==> src/rtl/cordic_vectoring.sv <==
// rtl/cordic_vectoring.sv - iterative vectoring-mode CORDIC: (x, y) -> magnitude*K and atan2 angle
module cordic_vectoring #(
  parameter int ITER  = 14,
  parameter int GUARD = 2
) (
  input  logic               clk,
  input  logic               rst,
  input  logic               start,
  input  logic signed [15:0] x_in,
  input  logic signed [15:0] y_in,
  output logic               busy,
  output logic               done,
  output logic signed [15:0] mag_out,
  output logic signed [15:0] angle_out,
  output logic               mag_sat
);

  localparam int W = 16 + GUARD;

  localparam logic signed [W-1:0] MAG_MAX   = W'(32767);
  localparam logic signed [15:0]  HALF_PI   = 16'sd12868;
  localparam logic signed [16:0]  PI_POS    = 17'sd25736;
  localparam logic signed [16:0]  PI_NEG    = -17'sd25736;
  localparam logic [3:0]          LAST_STEP = 4'(ITER - 1);

  typedef enum logic [1:0] {
    S_IDLE,
    S_ITERATE,
    S_DONE
  } state_t;

  state_t state, state_next;

  logic [3:0]          iter_cnt;
  logic                zero_flag;
  logic signed [W-1:0] x_r, y_r;
  logic signed [15:0]  z_r;

  logic signed [W-1:0] x_ext, y_ext;
  logic signed [W-1:0] x_pre, y_pre;
  logic signed [15:0]  z_pre;
  logic signed [W-1:0] x_sh, y_sh;
  logic signed [W-1:0] x_nxt, y_nxt;
  logic signed [15:0]  atan_i;
  logic signed [16:0]  z_nxt;
  logic signed [15:0]  mag_nxt, angle_nxt;
  logic                sat_nxt;
  logic                last_step;

  function automatic logic signed [15:0] atan_lut(input logic [3:0] idx);
    case (idx)
      4'd0:    atan_lut = 16'sd6434;
      4'd1:    atan_lut = 16'sd3798;
      4'd2:    atan_lut = 16'sd2007;
      4'd3:    atan_lut = 16'sd1019;
      4'd4:    atan_lut = 16'sd511;
      4'd5:    atan_lut = 16'sd256;
      4'd6:    atan_lut = 16'sd128;
      4'd7:    atan_lut = 16'sd64;
      4'd8:    atan_lut = 16'sd32;
      4'd9:    atan_lut = 16'sd16;
      4'd10:   atan_lut = 16'sd8;
      4'd11:   atan_lut = 16'sd4;
      4'd12:   atan_lut = 16'sd2;
      4'd13:   atan_lut = 16'sd1;
      default: atan_lut = 16'sd0;
    endcase
  endfunction

  // Quadrant pre-rotation brings the vector into the right half-plane; the
  // negation is done after sign extension so -(-32768) is representable.
  always_comb begin
    x_ext = {{GUARD{x_in[15]}}, x_in};
    y_ext = {{GUARD{y_in[15]}}, y_in};
    if (!x_in[15]) begin
      x_pre = x_ext;
      y_pre = y_ext;
      z_pre = 16'sd0;
    end else if (!y_in[15]) begin
      x_pre = y_ext;
      y_pre = -x_ext;
      z_pre = HALF_PI;
    end else begin
      x_pre = -y_ext;
      y_pre = x_ext;
      z_pre = -HALF_PI;
    end
  end

  always_comb begin
    x_sh   = x_r >>> iter_cnt;
    y_sh   = y_r >>> iter_cnt;
    atan_i = atan_lut(iter_cnt);
    if (!y_r[W-1]) begin
      x_nxt = x_r + y_sh;
      y_nxt = y_r - x_sh;
      z_nxt = {z_r[15], z_r} + {atan_i[15], atan_i};
    end else begin
      x_nxt = x_r - y_sh;
      y_nxt = y_r + x_sh;
      z_nxt = {z_r[15], z_r} - {atan_i[15], atan_i};
    end
    last_step = (iter_cnt == LAST_STEP);
  end

  // Result formatting applied to the final micro-rotation's outputs.
  always_comb begin
    sat_nxt = 1'b0;
    if (x_nxt > MAG_MAX) begin
      mag_nxt = 16'sd32767;
      sat_nxt = 1'b1;
    end else if (x_nxt[W-1]) begin
      mag_nxt = 16'sd0;
    end else begin
      mag_nxt = x_nxt[15:0];
    end

    if (z_nxt > PI_POS) begin
      angle_nxt = PI_POS[15:0];
    end else if (z_nxt < PI_NEG) begin
      angle_nxt = PI_NEG[15:0];
    end else begin
      angle_nxt = z_nxt[15:0];
    end

    if (zero_flag) begin
      mag_nxt   = 16'sd0;
      angle_nxt = 16'sd0;
      sat_nxt   = 1'b0;
    end
  end

  always_ff @(posedge clk or posedge rst) begin
    if (rst) begin
      state <= S_IDLE;
    end else begin
      state <= state_next;
    end
  end

  always_comb begin
    state_next = state;
    busy       = 1'b0;
    done       = 1'b0;
    case (state)
      S_IDLE: begin
        if (start) begin
          state_next = S_ITERATE;
        end
      end
      S_ITERATE: begin
        busy = 1'b1;
        if (last_step) begin
          state_next = S_DONE;
        end
      end
      S_DONE: begin
        busy       = 1'b1;
        done       = 1'b1;
        state_next = S_IDLE;
      end
      default: begin
        state_next = S_IDLE;
      end
    endcase
  end

  always_ff @(posedge clk or posedge rst) begin
    if (rst) begin
      iter_cnt  <= 4'd0;
      zero_flag <= 1'b0;
      x_r       <= '0;
      y_r       <= '0;
      z_r       <= '0;
      mag_out   <= '0;
      angle_out <= '0;
      mag_sat   <= 1'b0;
    end else begin
      if (state == S_IDLE && start) begin
        x_r       <= x_pre;
        y_r       <= y_pre;
        z_r       <= z_pre;
        iter_cnt  <= 4'd0;
        zero_flag <= (x_in == 16'sd0) && (y_in == 16'sd0);
      end else if (state == S_ITERATE) begin
        x_r      <= x_nxt;
        y_r      <= y_nxt;
        z_r      <= z_nxt[15:0];
        iter_cnt <= iter_cnt + 4'd1;
        if (last_step) begin
          mag_out   <= mag_nxt;
          angle_out <= angle_nxt;
          mag_sat   <= sat_nxt;
        end
      end
    end
  end

endmodule
==> config.mk <==
export PLATFORM = sky130hd
export DESIGN_NAME = cordic_vectoring
export DESIGN_NICKNAME = d
export VERILOG_FILES = /design/src/rtl/cordic_vectoring.sv
export SDC_FILE = /design/constraint.sdc
export NUM_CORES = 1
export LEC_CHECK = 0
export CORE_MARGIN = 2
export CORE_UTILIZATION = 65
export CTS_BUF_LIST = sky130_fd_sc_hd__clkbuf_8
export CTS_CLUSTER_DIAMETER = 60
export DETAILED_ROUTE_END_ITERATION = 16
export PLACE_DENSITY = 0.87
export REMOVE_ABC_BUFFERS = 1
export SLEW_MARGIN = 10
export SYNTH_ARGS = -nofsm -noshare
export SYNTH_HDL_FRONTEND = slang
export SYNTH_SLANG_ARGS = --single-unit
==> constraint.sdc <==
create_clock -name clk -period 8.8 [get_ports clk]
set_clock_uncertainty 0.2 [all_clocks]
set_input_delay 0.88 -clock clk [delete_from_list [all_inputs] [get_ports clk]]
set_output_delay 0.88 -clock clk [all_outputs]
set_load 0.05 [all_outputs]
# Yosys cells after proc, flatten, opt, wreduce, memory -nomap -nowiden
# Memory sizes are Yosys's and may differ from the RTL's.
# Index checks and enable logic that the tools add are counted.
[op_classes] n_reduce_logical=9 n_addsub=9 muxes=30 shifts=2 eq_ne=5 bitwise_logic=1 n_lt_le_gt_ge=3
[ops] op="$mux W18" count=10
[ops] op="$mux W16" count=10
[ops] op="$add A18 B18 Y18" count=2
[ops] op="$neg A16 Y18" count=2
[ops] op="$sshr A18 B4 Y18" count=2
[ops] op="$sub A18 B18 Y18" count=2
[ops] op="$logic_not A16 Y1" count=2
[ops] op="$gt A18 B16 Y1 const B" count=1
[ops] op="$add A16 B16 Y17" count=1
[ops] op="$gt A17 B16 Y1 const B" count=1
[ops] op="$lt A17 B16 Y1 const B" count=1
[ops] op="$mux W17" count=1
[ops] op="$sub A16 B16 Y17" count=1
[ops] op="$mux W4" count=2
[ops] op="$add A4 B1 Y4 const B" count=1
[ops] op="$eq A4 B4 Y1 const B" count=1
[ops] op="$mux W1" count=4
[ops] op="$mux W2" count=2
[ops] op="$ne A2 B2 Y1 const B" count=2
[ops] op="$pmux W2 S2" count=1
[ops] op="$reduce_and A3 Y1" count=1
[ops] op="$eq A2 B1 Y1 const B" count=1
[ops] op="$eq A2 B2 Y1 const B" count=1
[ops] op="$logic_and A1 B1 Y1" count=2
[ops] op="5 further kinds" count=5
[word_totals] in_bits=35 memories=1 register_bits=92 wordCells=69 rom_bits=208
[mem_list] memory="(name not given)" depth=16 word_bits=13 read_ports=1 rd_ports_with_merged_regs=0 write_ports=0 line="51" text="case (idx)"

# Longest topological paths before layout
# An unclocked memory read counts as a cell.
[depth] word_depth=7 mapped_depth=28 ltp_nobuf=23

# Worst setup path after synthesis
# No wires, ideal clock.
[synth_path] path_kind="register to register" start="reg iter_cnt[0]" end="reg angle_out[1]" path_slack_ps=2969 n_path_buf=5 setup_time_ps=83 path_stages_with_launch=26 period_less_slack_ps=5831 t_arrival_ps=5548 cell_sequence="dfrtp_1 buf_6 buf_12 buf_6 inv_2 buf_1 ha_1 clkbuf_1 nand2_1 o21ai_0 a21oi_1 ha_1 o211ai_1 a21oi_1 a21oi_1 xor2_1 ha_1 a2111oi_0 nand2_1 o211a_1 a311o_1 nor3_1 a211oi_1 nand2b_1 or2_2 o21ai_0"
[synth_between] elab_chain_len=7 word_cells_on_any_way=11
[synth_lines] item="start: declaration" line="34" text="logic [3:0] iter_cnt;"
[synth_lines] item="start signal: assignment" line="189" text="iter_cnt <= iter_cnt + 4'd1;"
[synth_lines] item="$mem_v2 Z16 W13"
[synth_lines] item="$add A16 B16 Y17 or $sub A16 B16 Y17 (tied branches)" line="97, 101"
[synth_lines] item="$mux W17" line="94" text="if (!y_r[W-1]) begin"
[synth_lines] item="$lt A17 B16 Y1" line="120" text="end else if (z_nxt < PI_NEG) begin"
[synth_lines] item="$mux W16" line="120"
[synth_lines] item="$mux W16" line="118" text="if (z_nxt > PI_POS) begin"
[synth_lines] item="$mux W16" line="126" text="if (zero_flag) begin"
[synth_lines] item="end signal: assignment" line="192" text="angle_out <= angle_nxt;"
[synth_lines] item="end: declaration" line="14" text="output logic signed [15:0] angle_out,"
# Parallel ways exist; a longest one is shown, timed or not.
# A chain may end at the register's enable or synchronous reset.

# Worst setup path after layout
[layout_path] start="reg iter_cnt[0]" end="reg angle_out[2]"
# Same word-level chain as after synthesis.

==> flow_summary.html <==
<table>
<tr><th>Metric</th><th>Value</th></tr>
<tr><th colspan="2">Run status</th></tr>
<tr><td>Outcome</td><td>completed</td></tr>
<tr><th colspan="2">Drt</th></tr>
<tr><td>DRC Markers</td><td>0</td></tr>
<tr><td>Routed length per placed instance</td><td>between 20 and 25 µm</td></tr>
<tr><td>Mean number of vias per cell</td><td>about 6.8</td></tr>
<tr><td>Detailed-router iteration count before antenna repair</td><td>6</td></tr>
<tr><td>Initial DRC count</td><td>about 1200</td></tr>
<tr><td>Remaining antenna violation count</td><td>0</td></tr>
<tr><td>Aggregate routed wire length</td><td>31.2 mm</td></tr>
<tr><td>Total number of vias</td><td>approximately 10000</td></tr>
<tr><th colspan="2">Finish</th></tr>
<tr><td>Proportion of layout cells with a drive suffix above 1</td><td>0.0773</td></tr>
<tr><td>Count of nets after finishing</td><td>about 1400</td></tr>
<tr><td>Leading cell types in the layout, fill and taps excluded</td><td>sky130_fd_sc_hd__nand2_1 (123), sky130_fd_sc_hd__a21oi_1 (110), sky130_fd_sc_hd__nor2_1 (109)</td></tr>
<tr><td>Number of fill cells in the layout</td><td>1309</td></tr>
<tr><td>Area added between synthesis and finish</td><td>8.02%</td></tr>
<tr><td>Most common cell after layout, fill and taps aside</td><td>sky130_fd_sc_hd__nand2_1</td></tr>
<tr><th colspan="2">Synthesis</th></tr>
<tr><td>Synthesized area per cell</td><td>approximately 8 µm²</td></tr>
<tr><td>Post-synthesis cell area</td><td>around 11000 µm²</td></tr>
<tr><td>Leading register cell type out of synthesis</td><td>sky130_fd_sc_hd__dfrtp_1</td></tr>
<tr><td>Sequential-to-total area share from yosys stat</td><td>0.217</td></tr>
<tr><td>Cell count after synthesis</td><td>about 1300</td></tr>
<tr><td>Synthesis-stage register bit count</td><td>92</td></tr>
<tr><td>Number of distinct library cells after synthesis</td><td>85</td></tr>
<tr><td>Synth Warn #</td><td>0</td></tr>
<tr><td>Async set or reset register ratio after synthesis</td><td>1.00</td></tr>
<tr><td>Number of flops mapped to enable cells by yosys</td><td>0</td></tr>
<tr><th colspan="2">GRT</th></tr>
<tr><td>Wire length of the first global-routing pass</td><td>approximately 51 mm</td></tr>
<tr><td>Total congestion overflow after global routing</td><td>0</td></tr>
<tr><td>Via count of the first global-routing pass</td><td>between 9000 and 10000</td></tr>
<tr><td>All-Layer GR Usage</td><td>0.359</td></tr>
<tr><td>Initial antenna violation count</td><td>0</td></tr>
<tr><td>Pin count of the biggest net entering global routing</td><td>66</td></tr>
<tr><th colspan="2">Timing</th></tr>
<tr><td>Total negative slack for setup checks</td><td>0 ns</td></tr>
<tr><td>Setup violation total in the final timing report</td><td>0</td></tr>
<tr><td>Min Tclk post-route</td><td>just over 7 ns</td></tr>
<tr><td>Final hold viol count</td><td>0</td></tr>
<tr><td>Worst-case headroom to the max-slew limit</td><td>0.261</td></tr>
<tr><td>Total count of max-transition violations in the final report</td><td>0</td></tr>
<tr><td>Worst slew pin tran</td><td>~1.1 ns</td></tr>
<tr><td>Fin worst setup slack</td><td>1.71 ns</td></tr>
<tr><td>Final Cycle Share</td><td>0.806</td></tr>
<tr><td>Max frequency</td><td>141 MHz</td></tr>
<tr><td>Setup repair after global routing missed its margin</td><td>no</td></tr>
<tr><th colspan="2">Worst setup path</th></tr>
<tr><td>CP Capture Type</td><td>flop</td></tr>
<tr><td>Required time worst endpoint</td><td>around 8.9 ns</td></tr>
<tr><td>Maximum fanout along the worst path</td><td>45</td></tr>
<tr><td>Worst setup SP type</td><td>flop</td></tr>
<tr><td>Arrival time of the worst setup path</td><td>7.22 ns</td></tr>
<tr><td>Cell family with most CP delay</td><td>compound AO/OA/AOI/OAI gates</td></tr>
<tr><td>Buf/Inv on CP</td><td>1</td></tr>
<tr><td>Delay contributed by the slowest stage of the critical path</td><td>~1.1 ns</td></tr>
<tr><td>CP Launch Point</td><td>iter_cnt[0]</td></tr>
<tr><td>Worst path slowest cell</td><td>sky130_fd_sc_hd__dfrtp_2</td></tr>
<tr><td>R2R Path Start</td><td>iter_cnt[0]</td></tr>
<tr><td>Critical path class</td><td>flop to flop</td></tr>
<tr><td>Cell chain of the critical path</td><td>inv_2 -&gt; ha_1 -&gt; nand2_1 -&gt; o21ai_0 -&gt; a21oi_1 -&gt; ha_1 -&gt; o211ai_1 -&gt; a21oi_1 -&gt; a21oi_1 -&gt; xor2_1 -&gt; ha_1 -&gt; a2111oi_0 -&gt; nand2_1 -&gt; o211a_1 -&gt; a311o_1 -&gt; nor3_1 -&gt; a211oi_1 -&gt; nand2b_1 -&gt; or2_2 -&gt; o21ai_0</td></tr>
<tr><th colspan="2">Clock tree</th></tr>
<tr><td>Number of setup buffers added after CTS</td><td>0</td></tr>
<tr><td>CTS tree</td><td>built</td></tr>
<tr><td>Total CTS buffers</td><td>9</td></tr>
<tr><td>Worst skew pair latency</td><td>roughly 0.41 ns</td></tr>
<tr><td>Hold buffer count at CTS</td><td>0</td></tr>
<tr><td>Htree depth</td><td>3</td></tr>
<tr><td>Register clock-pin slew on the reported worst setup and hold paths</td><td>roughly 0.11 ns</td></tr>
<tr><td>CTS root buffer</td><td>sky130_fd_sc_hd__clkbuf_8</td></tr>
<tr><td>Number of buffers between clock root and the deepest sink</td><td>2</td></tr>
<tr><td>Total number of clock tree sinks</td><td>92</td></tr>
<tr><td>CTS resizes</td><td>0</td></tr>
<tr><th colspan="2">Placed design</th></tr>
<tr><td>Routability-driven placement congestion ratio</td><td>approximately 0.97</td></tr>
<tr><td>Post-Place Setup Slack</td><td>about 1.8 ns</td></tr>
<tr><td>Number of buffer cells added on primary ports</td><td>69</td></tr>
<tr><td>Detailed-placement wirelength estimate</td><td>around 23 mm</td></tr>
<tr><th colspan="2">Die</th></tr>
<tr><td>Die area</td><td>~17000 µm²</td></tr>
<tr><td>Effective utilization at floorplan</td><td>0.666</td></tr>
<tr><td>Number of top-level design ports</td><td>70</td></tr>
<tr><td>CORE AREA</td><td>roughly 16000 µm²</td></tr>
<tr><td>DIE HEIGHT</td><td>around 130 µm</td></tr>
<tr><td>Horiz. Die Dim</td><td>about 130 µm</td></tr>
<tr><td>Standard-cell rows</td><td>46</td></tr>
<tr><th colspan="2">Min path</th></tr>
<tr><td>Hold_sp</td><td>angle_out[8]</td></tr>
<tr><td>Tightest Hold Check Type</td><td>flop to flop</td></tr>
<tr><th colspan="2">Run</th></tr>
<tr><td>Number of max-cap violations</td><td>0</td></tr>
</table>
==> flip-flops by register name, indices dropped and copies added (netlist names) <==
name,cells
x_r,18
y_r,18
angle_out,16
mag_out,16
z_r,16
iter_cnt,4
state,2
mag_sat,1
zero_flag,1
==> Yosys cell counts (all sizes together) (15+ instances only) <==
library cell,n,share of area
o211ai,29,0.021
nor2b,18,0.011
a21oi,110,0.052
nand2,124,0.044
nor3,30,0.015
o21ai,111,0.052
o21bai,16,0.011
buf,36,0.022
nand3,21,0.010
xnor2,58,0.048
a22o,20,0.016
nand2b,15,0.0088
mux2i,58,0.055
a21o,19,0.013
mux4,31,0.066
clkbuf,43,0.015
o21a,15,0.011
dfrtp,92,0.22
ha,66,0.078
a31oi,18,0.011
nor2,110,0.039
inv,44,0.016
xor2,42,0.035
==> tightest hold or removal path, stage by stage (launching register included) <==
cell	delay (ns)
sky130_fd_sc_hd__dfrtp_1	0.36
sky130_fd_sc_hd__nand2_1	0.04
sky130_fd_sc_hd__o21ai_0	0.06
==> final timing paths <==
kind                                end  slack, ns  cells after the start
min in group asynchronous   mag_out[12]       0.63                      2
max reg2reg                angle_out[2]       1.71                     20
min reg2reg                angle_out[8]       0.29                      2
max in group asynchronous       y_r[17]       6.59                      3
min                        angle_out[8]       0.29                      2
max                        angle_out[2]       1.71                     20
==> per-stage QoR <==
stage / utilization / hold slack [ns] / cells / area (µm²)
floorplan: - / 0.287 / 1210 / 10200
global placement: 0.707 / 0.260 / 1506 / 11300
detailed placement: 0.707 / 0.269 / 1506 / 11300
CTS: 0.719 / 0.293 / 1522 / 11500
global route: 0.719 / 0.315 / 1522 / 11500
finish: 0.720 / 0.286 / 1523 / 11500
==> final cells by class <==
type / instances / area, µm² / share of cell area
diodes: 1 / 2.50 / 0.000218
clock buffers: 9 / 124 / 0.0108
clock inverters: 7 / 76.3 / 0.00665
inverters: 45 / 171 / 0.0149
multi-input cells: 1073 / 7750 / 0.676
flip-flops and latches: 92 / 2310 / 0.201
well taps: 216 / 270 / 0.0236
repair buffers: 80 / 768 / 0.0670
==> kinds of logic after synthesis <==
family          after synthesis  synth area share
compound gates              433             0.267
simple gates                369             0.162
buf+inv                     124            0.0535
xor+xnor                    101            0.0846
mux                          99             0.131
flops                        92             0.217
fa+ha+maj                    71            0.0853
==> per-layer routing <==
metal / track usage / part of all wire / vias to the layer above
li1: - / - / 4772
met1: 0.474 / 0.41 / 4860
met2: 0.577 / 0.46 / 583
met3: 0.0557 / 0.085 / 113
met4: 0.178 / 0.047 / 0
met5: 0 / 0 / -
Power is not shown: default switching activity piles up to over one toggle a cycle in this logic, so the estimate is an artifact.
